**config.mk**
```make
export PLATFORM = sky130hd
export DESIGN_NAME = trafficlight_ew
export DESIGN_NICKNAME = d
export VERILOG_FILES = /design/src/rtl/trafficlight_pkg.sv /design/src/rtl/phase_timer.sv /design/src/rtl/trafficlight_ew.sv
export SDC_FILE = /design/constraint.sdc
export NUM_CORES = 1
export LEC_CHECK = 0
export ABC_AREA = 1
export BUFFER_PORTS_ARGS = -buffer_cell sky130_fd_sc_hd__clkbuf_2
export CAP_MARGIN = 20
export CORE_MARGIN = 4
export CORE_UTILIZATION = 55
export CTS_CLUSTER_DIAMETER = 50
export DETAILED_ROUTE_END_ITERATION = 12
export PLACE_DENSITY = 0.86
export SLEW_MARGIN = 20
export SYNTH_ARGS = -nofsm -noshare
export SYNTH_HDL_FRONTEND = slang
export SYNTH_SLANG_ARGS = --single-unit
```
**constraint.sdc**
```tcl
create_clock -name clk -period 2.1 [get_ports clk]
set_clock_uncertainty 0.15 [all_clocks]
set_input_delay 0.525 -clock clk [delete_from_list [all_inputs] [get_ports clk]]
set_output_delay 0.525 -clock clk [all_outputs]
set_load 0.01 [all_outputs]
```
**src/rtl/trafficlight_pkg.sv**
```systemverilog
// Shared definitions for the intersection lights: aspect encodings, EW phase states and
// default phase lengths.
package trafficlight_pkg;

    localparam logic [3:0] LIGHT_LEFT   = 4'b1001;
    localparam logic [3:0] LIGHT_GREEN  = 4'b0100;
    localparam logic [3:0] LIGHT_YELLOW = 4'b0010;
    localparam logic [3:0] LIGHT_RED    = 4'b0001;

    localparam int unsigned LEFT_CYC_DEF   = 5;
    localparam int unsigned GREEN_CYC_DEF  = 9;
    localparam int unsigned YELLOW_CYC_DEF = 3;
    localparam int unsigned CNT_W_DEF      = 5;

    typedef enum logic [2:0] {
        StWait    = 3'd0,
        StLeft    = 3'd1,
        StGreen   = 3'd2,
        StYellow  = 3'd3,
        StAllStop = 3'd4
    } ew_state_e;

    // Go-phase sequence; anything past yellow falls back to waiting.
    function automatic ew_state_e next_phase(input ew_state_e s);
        case (s)
            StLeft:  return StGreen;
            StGreen: return StYellow;
            default: return StWait;
        endcase
    endfunction

endpackage

```
**src/rtl/phase_timer.sv**
```systemverilog
// Loadable phase up-counter: clear to zero, hold, or count; flags the last cycle of a phase.
module phase_timer #(
    parameter int unsigned CNT_W = 5
) (
    input  logic             clk,
    input  logic             rst_n,
    input  logic             clr_i,
    input  logic             hold_i,
    input  logic [CNT_W-1:0] limit_i,
    output logic [CNT_W-1:0] cnt_o,
    output logic             tc_o
);

    logic [CNT_W-1:0] cnt_d, cnt_q;

    always_comb begin
        cnt_d = cnt_q;
        if (clr_i) begin
            cnt_d = '0;
        end else if (!hold_i) begin
            cnt_d = cnt_q + CNT_W'(1);
        end
    end

    always_ff @(posedge clk or negedge rst_n) begin
        if (!rst_n) begin
            cnt_q <= '0;
        end else begin
            cnt_q <= cnt_d;
        end
    end

    assign cnt_o = cnt_q;
    assign tc_o  = (cnt_q == (limit_i - CNT_W'(1)));

endmodule

```
**src/rtl/trafficlight_ew.sv**
```systemverilog
// East-West light: runs left/green/yellow once per NS-red rising edge, with emergency
// all-stop and a sticky interlock fault when NS leaves red during an EW go-phase.
module trafficlight_ew
    import trafficlight_pkg::*;
#(
    parameter int unsigned LEFT_CYC   = LEFT_CYC_DEF,
    parameter int unsigned GREEN_CYC  = GREEN_CYC_DEF,
    parameter int unsigned YELLOW_CYC = YELLOW_CYC_DEF,
    parameter int unsigned CNT_W      = CNT_W_DEF
) (
    input  logic       clk,
    input  logic       rst_n,
    input  logic       emergency,
    input  logic [3:0] ns_out,
    output logic [3:0] out,
    output logic       fault
);

    ew_state_e state_d, state_q, resume_d, resume_q;
    logic      pend_d, pend_q, fault_d, fault_q, ns_red_q;
    logic      ns_red, start, interlock, clr, hold, tc;
    logic [CNT_W-1:0] limit, cnt;

    assign ns_red    = (ns_out == LIGHT_RED);
    assign start     = ns_red & ~ns_red_q;
    assign interlock = (ns_out[3:1] != 3'b000) &&
                       (state_q inside {StLeft, StGreen, StYellow, StAllStop});

    always_comb begin
        case (state_q)
            StGreen:  limit = CNT_W'(GREEN_CYC);
            StYellow: limit = CNT_W'(YELLOW_CYC);
            default:  limit = CNT_W'(LEFT_CYC);
        endcase
    end

    phase_timer #(
        .CNT_W (CNT_W)
    ) u_phase_timer (
        .clk     (clk),
        .rst_n   (rst_n),
        .clr_i   (clr),
        .hold_i  (hold),
        .limit_i (limit),
        .cnt_o   (cnt),
        .tc_o    (tc)
    );

    always_comb begin
        state_d  = state_q;
        resume_d = resume_q;
        pend_d   = pend_q;
        fault_d  = fault_q;
        clr      = 1'b0;
        hold     = 1'b1;
        if (interlock) begin
            state_d = StWait;
            pend_d  = 1'b0;
            fault_d = 1'b1;
            clr     = 1'b1;
        end else begin
            case (state_q)
                StWait: begin
                    clr = 1'b1;
                    if (!emergency && (start || pend_q)) begin
                        state_d = StLeft;
                        pend_d  = 1'b0;
                    end else if (start) begin
                        pend_d = 1'b1;
                    end
                end
                StLeft, StGreen, StYellow: begin
                    if (emergency) begin
                        // The cycle just shown still counts; only the terminal value is held.
                        state_d  = StAllStop;
                        resume_d = state_q;
                        hold     = tc;
                    end else if (tc) begin
                        state_d = next_phase(state_q);
                        clr     = 1'b1;
                    end else begin
                        hold = 1'b0;
                    end
                end
                StAllStop: begin
                    if (!emergency) begin
                        state_d = resume_q;
                    end
                end
                default: begin
                    state_d = StWait;
                    clr     = 1'b1;
                end
            endcase
        end
    end

    always_ff @(posedge clk or negedge rst_n) begin
        if (!rst_n) begin
            state_q  <= StWait;
            resume_q <= StWait;
            pend_q   <= 1'b0;
            fault_q  <= 1'b0;
            ns_red_q <= 1'b1;
        end else begin
            state_q  <= state_d;
            resume_q <= resume_d;
            pend_q   <= pend_d;
            fault_q  <= fault_d;
            ns_red_q <= ns_red;
        end
    end

    always_comb begin
        case (state_q)
            StLeft:   out = LIGHT_LEFT;
            StGreen:  out = LIGHT_GREEN;
            StYellow: out = LIGHT_YELLOW;
            default:  out = LIGHT_RED;
        endcase
    end

    assign fault = fault_q;

endmodule

```
**Word level (Yosys, flattened, before mapping)**

Index checks and enable logic that the tools add are counted.
Widths: inputs -> output; s select.

- Flip-flop bits (word level): 14
- Word-level logic and storage cells: 55

- Equality and inequality tests: 9
- Add/sub/neg operators: 2
- Reduce and logical (&&, ||, !) cells: 13
- Multiplexer cells: 22
- Bitwise gates (word level): 3

Operators by type and width:

| operator | count |
|---|---|
| $mux 3 | 5 |
| $pmux 4 s3 | 1 |
| $mux 1 | 10 |
| $mux 5 | 2 |
| $pmux 3 s3 | 1 |
| $pmux 4 s2 | 1 |
| $eq 3x2->1 const B | 2 |
| $reduce_and 2->1 | 3 |
| $reduce_bool 3->1 | 2 |
| $add 5x1->5 const B | 1 |
| $eq 5x5->1 | 1 |
| $sub 4x1->5 const B | 1 |
| $eq 4x1->1 const B | 1 |
| $ne 4x4->1 const B | 1 |
| $pmux 2 s2 | 1 |
| $reduce_bool 4->1 | 1 |
| $eq 3x1->1 const B | 1 |
| $eq 3x3->1 const B | 1 |
| $logic_not 3->1 | 1 |
| $ne 3x3->1 const B | 1 |
| $reduce_or 3->1 | 1 |
| $logic_and 1x1->1 | 2 |
| $ne 2x2->1 const B | 1 |
| $not 1->1 | 2 |
| 5 further kinds | 5 |

**Logic depth before layout (Yosys ltp)**

Gate-level depths: netlist (run 1).

- Depth in word-level cells: 10
- Depth in mapped cells: 11

**Cells and area by module**

Synthesis (run 1) repeated with hierarchy kept, for this count alone.

- Cells, all modules: 158
- Area total of the unflattened synthesis: 1,052.3 um^2

Modules (own cells, without submodules):

| module | area each (um^2) | instances | seq. area each (um^2) | cells an instance |
|---|---|---|---|---|
| trafficlight_ew | 600.6 | 1 | 226.5 | 83 |
| phase_timer | 451.7 | 1 | 125.1 | 75 |

**Worst setup path after synthesis (run 1)**

No wires, ideal clock.

- Kind: input to register
- Start point: in ns_out[2]
- End point: reg resume_q[0]
- Arrival: 1.322 ns
- Stages on the path: 6
- Path buffers: 0
- Path slack: 0.500 ns
- Required time: 1.822 ns
- Path through: nor3_2 inv_1 nor2_1 inv_1 o21ai_0 o31ai_1

- Longest elaborated chain between the ends: 4

RTL lines:

| what | RTL line | text |
|---|---|---|
| from (decl) | trafficlight_ew.sv:14 | `input logic [3:0] ns_out,` |
| $reduce_bool 3->1 | trafficlight_ew.sv:26 | `assign interlock = (ns_out[3:1] != 3'b000) &&` |
| $logic_and 1x1->1 | trafficlight_ew.sv:26 |  |
| $not 1->1 (no line) | n/a |  |
| $reduce_and 2->1 (no line) | n/a |  |
| to (signal assigned) | trafficlight_ew.sv:101 | `resume_q <= StWait;` |
| to (signal assigned) | trafficlight_ew.sv:107 | `resume_q <= resume_d;` |
| to (decl) | trafficlight_ew.sv:19 | `ew_state_e state_d, state_q, resume_d, resume_q;` |

No other way between the ends.
A chain may end at the register's enable or synchronous reset.

**Worst setup path after layout (run 1)**

- Start point: reg state_q[1]
- End point: out out[0]

- Longest elaborated chain between the ends: 2
- Elaborated cells on any way between the ends: 4

RTL lines:

| what | RTL line | text |
|---|---|---|
| from (decl) | trafficlight_ew.sv:19 |  |
| from (signal assigned) | trafficlight_ew.sv:100 | `state_q <= StWait;` |
| from (signal assigned) | trafficlight_ew.sv:106 | `state_q <= state_d;` |
| $eq 3x2->1 / $eq 3x1->1 (equally long branches) | trafficlight_ew.sv:115 | `case (state_q)` |
| $pmux 4 s3 (*) | trafficlight_ew.sv:115 |  |
| to (decl) | trafficlight_ew.sv:15 | `output logic [3:0] out,` |

Every way passes the cells marked *; elsewhere a longest branch is shown, timed or not.

==> results of run 1 <==
## registers in the layout (all words and copies together), names as in the netlist
register and count:
u_phase_timer.cnt_o 5, state_q 3, pend_q 1, ns_red_q 1
fault 1, resume_q 3
## tightest hold or removal path, stage by stage
cell	delay (ns)
clkbuf_2	0.09
inv_1	0.04
nor2_1	0.04
## layer usage
layer  up-vias  global-route usage [%]
li1        439                       -
met1       384                    23.9
met2        22                    27.7
met3         6                    4.89
met4         0                    8.06
met5         -                       0
## worst max path at each step
stage | endpoint | slack (ns) | from
2_1_floorplan | resume_q[0]$_DFFE_PN0P_ | 0.50 | ns_out[2]
3_3_place_gp | resume_q[0]$_DFFE_PN0P_ | 0.28 | ns_out[2]
3_5_place_dp | resume_q[0]$_DFFE_PN0P_ | 0.26 | ns_out[2]
4_1_cts | out[0] | 0.20 | state_q[1]$_DFFE_PN0P_
5_1_grt | out[0] | 0.13 | state_q[1]$_DFFE_PN0P_
6_report | out[0] | 0.19 | state_q[1]$_DFFE_PN0P_
## cell families after synthesis
group,count (synthesis)
AOI/OAI and AO/OA,13
adders and majority gates,1
buffers and inverters,25
DFF,14
and+or+nand+nor,77
## layout by cell type (no fill, tap or decap)
master          n
nand2_1        32
nor2_1         18
inv_1          17
dfrtp_1        13
nand3_1        12
clkbuf_2       11
a21oi_1         5
inv_2           4
nor2_4          4
nand4_1         4
o21ai_0         3
clkbuf_4        3
nand3_2         2
nor3_2          1
nand3b_1        1
inv_4           1
nand2_2         1
a221oi_2        1
or2_1           1
o21ai_1         1
o21bai_1        1
nor3_1          1
o31ai_1         1
a21boi_0        1
ha_1            1
clkbuf_8        1
dlygate4sd3_1   1
dfstp_2         1
## cells in the mapped netlist (all sizes together)
library cell	instances
o21bai	1
a21oi	5
ha	1
nor2	22
nand2	33
a21boi	1
o21ai	4
or2	1
nand3b	1
o31ai	1
dfrtp	13
nor3	2
nand4	4
nand3	14
buf	3
inv	22
a221oi	1
dfstp	1
## cell type report
class                   instances  area share [%]
well taps                      16            1.95
clock buffers                   4            3.54
flip-flops and latches         14            34.3
multi-input cells              91            45.6
repair buffers                 12            6.34
inverters                      22            8.29
## timing repair
item	CTS	global route
setup buffers	0	0
endpoints found under the hold margin	13	0
hold buffers	1	0
## report_power, final
part	total (mW)	leakage, nW	internal (mW)	switching [mW]
logic	0.404	0.307	0.129	0.274
registers	0.348	0.183	0.304	0.0436
clock network	0.206	0.0210	0.106	0.100
==> impl_metrics.csv, run 1 <==
group,metric,value,unit
run_status,status,"completed",
clock_network,clkLatencyLatePin,0.29,ns
logic_synthesis,synth-seq-cells,14,
floorplanning,ioPinCount,12,
final_layout,fin_util,65.8,%
floorplanning,core,1560,µm²
routing,wl_met2,812,µm
sta,final.setup.tns,0,ns
logic_synthesis,yosysTopAreaCell,"dfrtp_1",
worst_setup_path,r2r-start,"state_q[1]$_DFFE_PN0P_",
logic_synthesis,syn_area_per_cell,7.22,µm²
final_layout,register_area,352,µm²
sta,setup_viol,0,
place,dpl.hpwl,1.39,mm
logic_synthesis,synthesis.nets,138,
sta,timing.hold.ws,0.240,ns
final_layout,fill_cells,134,
floorplanning,die_x,49.3,µm
global_route,grt_pass1_wl,3.42,mm
sta,finalHoldViolCount,0,
final_layout,insertedDiodeCount,0,
final_layout,stdcell_count,159,
hold_path,hp-start,"ns_out[0]",
logic_synthesis,yosys_warnings,0,
worst_setup_path,r2r_slack,0.32,ns
final_layout,nNetsFinal,152,
clock_network,cts_tree,"done",
floorplanning,dieArea,2430,µm²
worst_setup_path,worstPathArrival,1.23,ns
routing,dr.pass1.iters,4,
worst_setup_path,cp_max_fo,8,
worst_setup_path,rr_worst_depth,7,
logic_synthesis,synthAdderAreaFrac,1.33,%
hold_path,min_path_cells,3,
routing,wire_per_inst,11.6,µm
routing,drt-initial-drc-count,28,
worst_setup_path,crit_path_end_kind,"primary output",
routing,wl_met3,106,µm
hold_path,hold-path-endpoint,"ns_red_q$_DFF_PN1_",
global_route,grt_pass1_vias,786,
worst_setup_path,worstSetupPathType,"flop to primary output",
place,dp_slack,0.256,ns
worst_setup_path,critPathTopFamily,"flip-flops",
worst_setup_path,path_cells,"inv_2, nor2_1, inv_1, clkbuf_2",
clock_network,clock_path_buffers,2,
routing,ant_nets,0,
global_route,grt_max_degree,15,
global_route,grt_use_total,18.2,%
sta,max_freq,525,MHz
flow_run,maxCapViolations,0,
clock_network,clock_sinks,14,
final_layout,multi_input_area,468,µm²
floorplanning,rows,14,
logic_synthesis,synth_compound_area_share,8.80,%
routing,routed_wl,1.85,mm
pwr,peakVddDrop,0.000566,V
logic_synthesis,synth_cell_types,25,
logic_synthesis,synth.area.mux_share,0,%
logic_synthesis,synth_cells,130,
place,place_area,980,µm²
sta,setup_ws,0.195,ns
sta,min_period,1.91,ns
logic_synthesis,synth-simple-area-share,39.7,%
routing,vias,851,
logic_synthesis,synth-xor-area-share,0,%
logic_synthesis,netlist_area,938,µm²
worst_setup_path,slowest_delay,0.55,ns
worst_setup_path,worst_ep_required_time,1.42,ns
logic_synthesis,synth_top_family_by_area,"simple AND/OR/NAND/NOR gates",
global_route,overflow,0,
final_layout,postLayoutCellArea,1030,µm²
worst_setup_path,critical_path_buf_inv_count,3,
clock_network,cts_root_buffer,"clkbuf_4",
routing,dr.max_layer_used,"met4",
sta,relSlewSlack,76.0,%
global_route,antenna_found_initial,0,
routing,vias_per_cell,5.35,
final_layout,syn2layout_area_growth,9.33,%
pwr,power,958,µW
floorplanning,die_h,49.3,µm
final_layout,drive_above_1_share,21.0,%
logic_synthesis,synth.area.top_cells,"dfrtp_1 (35%), nand2_1 (13%), nor2_1 (7.2%)",
clock_network,cts_resized,0,
routing,remaining_drc_errors,0,
logic_synthesis,ys_seq_area_share,37.5,%
place,io_buffers,11,
hold_path,hold_path_class,"input pin to flop",
sta,drv_slew,0,
place,place.gp.congestion,0.903,
worst_setup_path,startpoint_type,"flop",
sta,rsz0062_at_grt,"no",
worst_setup_path,path_depth,4,
place,dp.cells,154,
pwr,powerDensity,933,nW/µm²
floorplanning,initial_core_util,60.2,%
sta,timing.final.crit_share,90.7,%
clock_network,cts_buffers,3,
clock_network,htree_levels,1,
pwr,leakagePower,0.511,nW
sta,worstMarginPinSlew,0.358,ns
logic_synthesis,yosys.area.top_type_share,34.7,%
routing,met1_length,900,µm
worst_setup_path,r2r-end,"u_phase_timer.cnt_o[2]$_DFFE_PN0P_",
clock_network,clkTransAtPathRegs,0.09,ns
worst_setup_path,slowest_stage,"dfrtp_1",
Power figures use the tool's default switching activity.
==> inputs of run 2 (changes only) <==
CORE_UTILIZATION = 43   (was 55)
PLACE_DENSITY = 0.72   (was 0.86)
==> run 2 against run 1 <==
  * Power shrank 4.2%
  * Fmax shrank 0.76%
  * Cell count grew 7.5%
  * Count of clock-buffer cells in the layout is the same
  * Core utilization shrank 15 points
  * First-iteration DRC count grew 3.6%
  * Largest power group unchanged
  * Critical path depth is the same
  * Die area grew 23%
  * Sequential share of layout area shrank 0.37 points
  * Critical endpoint unchanged
==> impl_metrics.csv, run 2 (same netlist as run 1, synthesis figures left out) <==
group,metric,value,unit
routing,drt-initial-drc-count,29,
hold_path,hold-path-endpoint,"ns_red_q$_DFF_PN1_",
final_layout,final_common_cell,"nand2_1",
sta,timing.final.crit_share,91.4,%
routing,routed_wl,1.86,mm
hold_path,hp-start,"ns_out[0]",
worst_setup_path,r2r_slack,0.29,ns
clock_network,cts_tree,"done",
place,io_buffers,11,
worst_setup_path,startpoint_type,"flop",
worst_setup_path,worstSetupPathType,"flop to primary output",
clock_network,clkTransAtPathRegs,0.10,ns
worst_setup_path,rr_worst_depth,7,
routing,wire_per_inst,10.9,µm
floorplanning,die_h,54.7,µm
global_route,grt_max_degree,15,
clock_network,clock_sinks,14,
sta,timing.hold.ws,0.263,ns
routing,ant_nets,0,
pwr,peakVddDrop,0.000489,V
sta,worstMarginPinSlew,0.357,ns
floorplanning,initial_core_util,46.4,%
worst_setup_path,cp_max_fo,8,
pwr,pwr-share-seq,37.8,%
global_route,overflow,0,
pwr,switching_share,44.1,%
pwr,comb_power_share,43.8,%
sta,min_period,1.92,ns
routing,remaining_drc_errors,0,
sta,final.setup.tns,0,ns
clock_network,cts_root_buffer,"clkbuf_4",
clock_network,cts_setup_buffers,0,
clock_network,clock_path_buffers,2,
floorplanning,die_x,54.7,µm
floorplanning,rows,16,
final_layout,postLayoutCellArea,1040,µm²
final_layout,fill_cells,202,
routing,dr.pass1.iters,4,
pwr,p_switching,405,µW
clock_network,clkLatencyLatePin,0.29,ns
place,dp.cells,166,
worst_setup_path,r2r-end,"u_phase_timer.cnt_o[1]$_DFFE_PN0P_",
floorplanning,core,2020,µm²
floorplanning,ioPinCount,12,
final_layout,drive_above_1_share,20.8,%
floorplanning,dieArea,2990,µm²
worst_setup_path,crit_path_end_kind,"primary output",
global_route,antenna_found_initial,0,
pwr,powerDensity,884,nW/µm²
sta,drv_slew,0,
place,place.gp.congestion,0.851,
sta,setup_ws,0.180,ns
sta,relSlewSlack,76.2,%
worst_setup_path,worst_ep_required_time,1.42,ns
sta,finalHoldViolCount,0,
sta,rsz0062_at_grt,"no",
pwr,leakagePower,0.509,nW
routing,vias_per_cell,4.92,
global_route,grt_use_total,15.5,%
pwr,p_int,512,µW
place,dp_slack,0.269,ns
final_layout,stdcell_count,171,
worst_setup_path,worstPathArrival,1.24,ns
final_layout,largest_reg_flops,5,
global_route,grt_pass1_vias,755,
flow_run,maxCapViolations,0,
clock_network,htree_levels,1,
place,place_area,1000,µm²
final_layout,syn2layout_area_growth,10.5,%
worst_setup_path,r2r-start,"state_q[1]$_DFFE_PN0P_",
sta,setup_viol,0,
hold_path,hold_path_class,"input pin to flop",
place,dpl.hpwl,1.45,mm
final_layout,insertedDiodeCount,0,
run_status,status,"completed",
routing,vias,841,
global_route,grt_pass1_wl,3.24,mm
pwr,clock_power_share,18.4,%
final_layout,nNetsFinal,153,
hold_path,min_path_cells,3,
final_layout,layout_common_cells,"nand2_1 (32), nor2_1 (18), inv_1 (17)",
sta,max_freq,521,MHz
clock_network,cts_buffers,3,
==> run 2: power groups by stage <==
stage	Combinational [mW]	Clock [mW]	Sequential [mW]
floorplan	0.360	0	0.335
global route	0.455	0.189	0.353
global placement	0.393	0	0.351
detailed placement	0.400	0	0.352
CTS	0.402	0.177	0.347
finish	0.402	0.169	0.347
==> run 2: how the worst max path moves through the flow <==
stage / startpoint / endpoint / slack (ns)
final: state_q[1]$_DFFE_PN0P_ / out[0] / 0.18
after global routing: state_q[1]$_DFFE_PN0P_ / out[0] / 0.07
after CTS: state_q[1]$_DFFE_PN0P_ / out[0] / 0.17
after detailed placement: ns_out[2] / resume_q[0]$_DFFE_PN0P_ / 0.27
after global placement: ns_out[2] / resume_q[0]$_DFFE_PN0P_ / 0.31
after floorplan: ns_out[2] / resume_q[0]$_DFFE_PN0P_ / 0.50
==> run 2: layout make-up <==
type / instances / area [µm²] / share of cell area, %
Sequential cell: 14 / 352 / 33.9
Clock buffer: 4 / 26.3 / 2.53
Tap cell: 27 / 33.8 / 3.26
Timing Repair Buffer: 13 / 72.6 / 7.00
Inverter: 22 / 85.1 / 8.20
Multi-Input combinational cell: 91 / 468 / 45.1
==> run 2: timing repair <==
action,4_1_cts,5_1_grt
resized for setup,0,0
hold endpoints to repair,13,0
hold buffers,1,0
==> run 2: metrics by stage <==
step	util (%)	total power, mW
2_1_floorplan	-	0.695
3_3_place_gp	49.5	0.744
3_5_place_dp	49.5	0.752
4_1_cts	51.3	0.926
5_1_grt	51.3	0.996
6_report	51.3	0.917
==> run 2: layer usage <==
| metal | up-vias | routed length [µm] | GRT usage (%) |
|---|---|---|---|
| li1 | 437 | - | - |
| met1 | 374 | 870 | 19.9 |
| met2 | 26 | 838 | 23.2 |
| met3 | 4 | 120 | 4.90 |
| met4 | 0 | 32 | 7.47 |
| met5 | - | 0 | 0 |
==> run 2: critical path: stages (launching register included) <==
cell and delay (ns):
dfrtp_1 0.55, inv_2 0.09, nor2_1 0.14, inv_1 0.05, clkbuf_2 0.12
